## src/rtl/fifo_stream_reader.sv

```systemverilog
// ---------------------------------------------------------------------------
// fifo_stream_reader
//
// Read-side engine for a synchronous FIFO with a 1-cycle registered read
// port. Pops words and presents them as a valid/ready stream framed into
// fixed-length packets. A 2-entry output buffer absorbs the read latency so
// the stream sustains one word per cycle under continuous out_ready.
//
// Optional feature macro: FIFO_READER_PARITY_EN
//   defined   -> adds output out_parity (even parity of out_data, stored with
//                the buffered word, valid together with out_valid)
//   undefined -> port and logic absent
//
// Ports
//   clk         in   1           rising-edge clock
//   rst_n       in   1           asynchronous active-low reset
//   en          in   1           enable fetching; sampled every cycle
//   fifo_read   out  1           pop request to the FIFO read port
//   fifo_data   in   DATA_WIDTH  FIFO data_out, valid the cycle after a pop
//   fifo_empty  in   1           FIFO empty flag
//   out_valid   out  1           out_data / out_last valid
//   out_ready   in   1           consumer accepts when out_valid && out_ready
//   out_data    out  DATA_WIDTH  stream word (head of output buffer)
//   out_last    out  1           last word of a packet
//   out_parity  out  1           ^out_data (FIFO_READER_PARITY_EN only)
//   pkt_count   out  CNT_WIDTH   completed packets, wraps
//   busy        out  1           fetching, or a word buffered / in flight
// ---------------------------------------------------------------------------
module fifo_stream_reader #(
    parameter int DATA_WIDTH = 8,
    parameter int PKT_LEN    = 4,
    parameter int CNT_WIDTH  = 16
) (
    input  logic                  clk,
    input  logic                  rst_n,
    input  logic                  en,
    output logic                  fifo_read,
    input  logic [DATA_WIDTH-1:0] fifo_data,
    input  logic                  fifo_empty,
    output logic                  out_valid,
    input  logic                  out_ready,
    output logic [DATA_WIDTH-1:0] out_data,
    output logic                  out_last,
    output logic [CNT_WIDTH-1:0]  pkt_count,
`ifdef FIFO_READER_PARITY_EN
    output logic                  out_parity,
`endif
    output logic                  busy
);

    localparam int PW = $clog2(PKT_LEN);
    localparam logic [PW-1:0] LAST_IDX = PW'(PKT_LEN - 1);

`ifdef FIFO_READER_PARITY_EN
    localparam int BUF_W = DATA_WIDTH + 1;
`else
    localparam int BUF_W = DATA_WIDTH;
`endif

    typedef enum logic [1:0] {
        IDLE   = 2'd0,
        RUN    = 2'd1,
        FINISH = 2'd2
    } state_t;

    state_t               r_state;
    state_t               w_state_next;
    logic [BUF_W-1:0]     r_buf [0:1];   // entry 0 is the stream head
    logic [1:0]           r_buf_cnt;
    logic                 r_rd_pending;  // a pop was issued last cycle
    logic [PW-1:0]        r_fetch_cnt;
    logic [PW-1:0]        r_word_cnt;
    logic [CNT_WIDTH-1:0] r_pkt_count;

    logic                 w_pop;
    logic                 w_fetching;
    logic [2:0]           w_occupancy;
    logic                 w_fifo_read;
    logic                 w_fetch_wrap;
    logic [PW-1:0]        w_fetch_cnt_next;
    logic [BUF_W-1:0]     w_fifo_word;

`ifdef FIFO_READER_PARITY_EN
    assign w_fifo_word = {^fifo_data, fifo_data};
`else
    assign w_fifo_word = fifo_data;
`endif

    assign w_pop      = out_valid && out_ready;
    assign w_fetching = (r_state == RUN) || (r_state == FINISH);

    // Words already owned (buffered + in flight) after this cycle's pop. A
    // new read is only allowed if it still fits, so the buffer never
    // overflows. w_pop implies r_buf_cnt >= 1, so this never underflows.
    assign w_occupancy = {1'b0, r_buf_cnt} + {2'b00, r_rd_pending} - {2'b00, w_pop};
    assign w_fifo_read = w_fetching && !fifo_empty && (w_occupancy < 3'd2);

    assign w_fetch_wrap     = (r_fetch_cnt == LAST_IDX);
    assign w_fetch_cnt_next = !w_fifo_read ? r_fetch_cnt :
                              (w_fetch_wrap ? '0 : r_fetch_cnt + 1'b1);

    // ------------------------------------------------------------------
    // FSM
    // ------------------------------------------------------------------
    // NOTE: every always_comb output gets a default first, so no path can
    // leave it unassigned and infer a latch.
    always_comb begin
        w_state_next = r_state;
        case (r_state)
            IDLE: begin
                if (en) w_state_next = RUN;
            end
            RUN: begin
                // Use the post-read fetch count: a read issued on the very
                // cycle en drops at a packet boundary opens a new packet,
                // which must then be completed in FINISH.
                if (!en) w_state_next = (w_fetch_cnt_next == '0) ? IDLE : FINISH;
            end
            FINISH: begin
                if (en)                              w_state_next = RUN;
                else if (w_fifo_read && w_fetch_wrap) w_state_next = IDLE;
            end
            default: w_state_next = IDLE;
        endcase
    end

    // NOTE: sequential state uses non-blocking assignments so every register
    // samples pre-edge values regardless of statement order.
    always_ff @(posedge clk or negedge rst_n) begin
        if (!rst_n) begin
            r_state      <= IDLE;
            r_rd_pending <= 1'b0;
            r_fetch_cnt  <= '0;
        end else begin
            r_state      <= w_state_next;
            r_rd_pending <= w_fifo_read;
            r_fetch_cnt  <= w_fetch_cnt_next;
        end
    end

    // ------------------------------------------------------------------
    // 2-entry output buffer (shift toward entry 0 on pop)
    // ------------------------------------------------------------------
    // NOTE: the buffer storage is reset because out_data is required to read
    // 0 out of reset; it is only two entries wide.
    always_ff @(posedge clk or negedge rst_n) begin
        if (!rst_n) begin
            r_buf[0]  <= '0;
            r_buf[1]  <= '0;
            r_buf_cnt <= 2'd0;
        end else begin
            case ({r_rd_pending, w_pop})
                2'b10: begin
                    // Capture only; occupancy guard keeps r_buf_cnt <= 1 here.
                    if (r_buf_cnt == 2'd0) r_buf[0] <= w_fifo_word;
                    else                   r_buf[1] <= w_fifo_word;
                    r_buf_cnt <= r_buf_cnt + 2'd1;
                end
                2'b01: begin
                    r_buf[0]  <= r_buf[1];
                    r_buf_cnt <= r_buf_cnt - 2'd1;
                end
                2'b11: begin
                    // Capture and pop together: count unchanged.
                    if (r_buf_cnt == 2'd2) begin
                        r_buf[0] <= r_buf[1];
                        r_buf[1] <= w_fifo_word;
                    end else begin
                        r_buf[0] <= w_fifo_word;
                    end
                end
                default: ;
            endcase
        end
    end

    // ------------------------------------------------------------------
    // Framing counters
    // ------------------------------------------------------------------
    always_ff @(posedge clk or negedge rst_n) begin
        if (!rst_n) begin
            r_word_cnt  <= '0;
            r_pkt_count <= '0;
        end else if (w_pop) begin
            if (r_word_cnt == LAST_IDX) begin
                r_word_cnt  <= '0;
                r_pkt_count <= r_pkt_count + 1'b1;
            end else begin
                r_word_cnt  <= r_word_cnt + 1'b1;
            end
        end
    end

    // ------------------------------------------------------------------
    // Outputs
    // ------------------------------------------------------------------
    assign fifo_read = w_fifo_read;
    assign out_valid = (r_buf_cnt != 2'd0);
    assign out_data  = r_buf[0][DATA_WIDTH-1:0];
    // Qualified with out_valid so a packet stalled on an empty FIFO just
    // before its last word does not show a stray out_last.
    assign out_last  = out_valid && (r_word_cnt == LAST_IDX);
    assign pkt_count = r_pkt_count;
    assign busy      = (r_state != IDLE) || (r_buf_cnt != 2'd0) || r_rd_pending;
`ifdef FIFO_READER_PARITY_EN
    assign out_parity = r_buf[0][DATA_WIDTH];
`endif

endmodule

```

## config.mk

```make
export PLATFORM = sky130hd
export DESIGN_NAME = fifo_stream_reader
export DESIGN_NICKNAME = d
export VERILOG_FILES = /design/src/rtl/fifo_stream_reader.sv
export SDC_FILE = /design/constraint.sdc
export NUM_CORES = 1
export LEC_CHECK = 0
export ABC_AREA = 1
export ABC_CLOCK_PERIOD_IN_PS = 2500
export CAP_MARGIN = 20
export CORE_MARGIN = 2
export CORE_UTILIZATION = 24
export CTS_CLUSTER_DIAMETER = 80
export DETAILED_ROUTE_END_ITERATION = 10
export PLACE_DENSITY_LB_ADDON = 0.25
export SLEW_MARGIN = 0
export SYNTH_ARGS = -nofsm -noshare
export SYNTH_HDL_FRONTEND = slang
export SYNTH_SLANG_ARGS = --single-unit
```

## constraint.sdc

```tcl
create_clock -name clk -period 2.5 [get_ports clk]
set_input_delay 0.5 -clock clk [delete_from_list [all_inputs] [get_ports clk]]
set_output_delay 0.5 -clock clk [all_outputs]
set_load 0.03 [all_outputs]
```

==> metrics.md <==
| Metric | Value |
|---|---|
| Run status | finished, violations left |
| Failing checks | negative setup slack |
| Drt first-iter violations | 56 |
| Peak Freq | 0.374 GHz |
| Antenna violations before repair | 0 |
| GPL Wtd Cong | roughly 0.8 |
| Final nets | between 300 and 400 |
| Distinct cell type count after synthesis | 31 |
| Num rows | 35 |
| DR vias/cell | roughly 4 |
| Starting Density | between 20% and 30% |
| Crit path buffers/inverters | 3 |
| Routed wire length | between 4000 and 5000 um |
| Count leader, synth | nand2_1 |
| Design Area, Final | ~3000 um^2 |
| Synthesized instance count | 271 |
| EDFF count, synth | 0 |
| Drt first pass iters | 5 |
| Vias | 1795 |
| WHS | 0.109 ns |
| CTS Buf Count | 5 |
| Die Y | 101 um |
| # H-tree levels | 2 |
| Vias in the first global route | 1656 |
| CTS tree | yes |
| Area after DPL | 2880 um^2 |
| Slew @ Worst Pin | 0.423 ns |
| HPWL after detailed placement | roughly 3500 um |
| CTS Hold Bufs | 0 |
| Synth top cells by count | nand2_1 (80), dfrtp_1 (41), inv_1 (34) |
| CP Cell Sequence | nor2_4 -> nor2_8 -> ha_4 -> inv_2 -> nand2_2 -> fa_1 -> nand2_1 -> nor2_2 -> nand2_2 -> inv_2 -> buf_6 |
| Overflow after GRT | 0 |
| CP top delay family | adder cells |
| Power Dens Cells | between 1000 and 1500 nW/um^2 |
| Relative slew margins | a little under three quarters |
| Ys async rst share | 100% |
| Skew final | 0.00884 ns |
| Crit path DAT | 2.18 ns |
| Period Utilization, post-route | 107% |
| Insertion delay to the later sink of the worst-skew pair | 0.29 ns |
| Avg Synthesized Cell Area | 8.38 um^2 |
| Fin worst setup slack | -0.177 ns |
| Top_reg_cell synth | dfrtp_1 |
| Final Max Slew Viols | 0 |
| Core area | 9200 um^2 |
| Top cells by area, synth | dfrtp_1 (45%), nand2_1 (13%), ha_1 (6.1%) |
| CP startpoint | r_buf_cnt[0] |
| Reg clk slew, reported paths | 0.08 ns |
| Finish-stage setup viols | 1 |
| Width of the chip | 101 um |
| GRT Total Usage | a little under a tenth |
| Clock sinks | 41 |
| Layout cell share with drive strength beyond 1 | 15.5% |
| Fillers | 970 |
| Required time of the critical path | 2.00 ns |
| Leakage | 1.38 nW |
| Die area | 10300 um^2 |
| Synth area leader | dfrtp_1 |
| Bufs on Longest Clock Path | 2 |
| Max rail drop VDD | about 0.00034 V |
| Yosys top cell area share | 45.2% |
| Root buf cell | clkbuf_8 |
| Synth Cell Area | 2270 um^2 |
| Synthesized Nets | 296 |
| Yosys warns | 0 |
| Yosys reg bits | 41 |
| Largest net degree at the start of global routing | 17 |
| Max cap viols | 0 |
| Tot Pwr | 3.18 mW |
| Element type at the critical path start | flop |
| Worst path slowest cell | fa_1 |
| RSZ-0062 raised after global routing | yes |
| Seq. cell area | 1030 um^2 |
| First-pass GRT wire length | between 7000 and 8000 um |
| Multi-input logic area | ~1000 um^2 |
| Hold Path Class | primary input to async pin |
| CP peak stage delay | 0.49 ns |
| Syn-to-layout area delta | 31.3% |
| DRC viols | 0 |
| Antenna diodes | 0 |
| Final ANT Viol Nets | 0 |
| CP endpoint kind | primary output |
| Fin crit period | between 2 and 3 ns |
| Post-synthesis sequential area ratio | 45.2% |
| CP Max Fanout | 2 |
| FF-to-FF Start | r_buf_cnt[0] |
| Final Hold Vio Count | 0 |
| Top Ports | 41 |
| Routed length per instance | 10.3 um |
| Kind of critical path | flop to primary output |
| IO buf count | 40 |
-- routing by layer --
metal  track usage (%)  share of wire [%]  vias up
met3              2.07                3.4        4
met4              2.81                1.1        0
li1                  -                  -      950
met1              11.9                 48      808
met5                 0                  0        -
met2              15.1                 47       33
-- worst reg2reg max path: cells and delay by family (launching register included) --
family / cells / cell delay (ns)
AND/OR/NAND/NOR: 9 / 0.77
flip-flops: 1 / 0.41
AO/OA/AOI/OAI: 1 / 0.07
buffers and inverters: 2 / 0.19
adder cells (fa/ha/maj): 2 / 0.70
-- through the flow --
stage / util, % / cells / setup slack (ns) / setup TNS, ns
final: 32.4 / 439 / -0.177 / -0.177
after global routing: 32.4 / 439 / -0.291 / -0.291
after CTS: 32.2 / 437 / -0.245 / -0.245
after detailed placement: 31.3 / 429 / -0.441 / -1.39
after global placement: 31.3 / 429 / -0.421 / -1.24
after floorplan: - / 271 / -0.0326 / -0.0326
-- cell type report --
| class | count | share of cell area [%] |
|---|---|---|
| inverters | 38 | 5.04 |
| multi-input cells | 182 | 34.6 |
| clock buffers | 6 | 2.43 |
| well taps | 111 | 4.66 |
| repair buffers | 59 | 18.5 |
| flip-flops and latches | 41 | 34.5 |
| clock inverters | 2 | 0.336 |
-- report_power, final --
part           internal (mW)  switching (mW)  total, mW
Sequential             0.901           0.154       1.05
Combinational          0.758           0.952       1.71
Clock                  0.194           0.225      0.419
-- sequential cells by signal, indices dropped and copies added (netlist names) --
register	cells
r_buf	8
out_data	8
pkt_count	16
r_buf_cnt	2
r_fetch_cnt	2
r_word_cnt	2
r_state	2
r_rd_pending	1
-- worst paths after layout --
kind,to,slack (ns),cells past startpoint
max in group asynchronous,r_buf[4],1.85,2
min in group clk,r_word_cnt[1],0.49,2
hold / removal,pkt_count[7],0.11,1
setup reg to reg,r_state[0],0.25,14
setup / recovery,fifo_read,-0.18,11
hold reg to reg,r_word_cnt[1],0.49,2
-- repair_timing --
item | CTS | global route
gates resized for setup | 3 | 1
pin swaps | 7 | 5
setup endpoints to repair | 1 | 1
setup buffers | 0 | 2
-- kinds of logic (layout without fill, tap and decap cells) --
family                   after synthesis  count (layout)  share of synthesized area, %
AND/OR/NAND/NOR                      132             132                          25.9
AO/OA/AOI/OAI                         27              27                          7.49
XOR/XNOR                              11              11                          4.24
buffers and inverters                 48             105                          10.2
adder cells (fa/ha/maj)               12              12                          6.94
flip-flops                            41              41                          45.2
-- placed cells by master, fill, tap and decap left out, drive strengths merged --
master	n
a31oi	8
or2	1
o221ai	1
nand3b	2
o21ai	14
nand3	11
nand4	1
dlygate4sd2	1
xnor2	4
clkdlybuf4s50	37
nor2	29
and2	1
xor2	7
o21a	1
buf	21
dfrtp	41
ha	11
inv	37
clkbuf	6
clkinv	3
nand2	83
fa	1
nor3	4
a21oi	3
(Power assumes the default switching activity.)
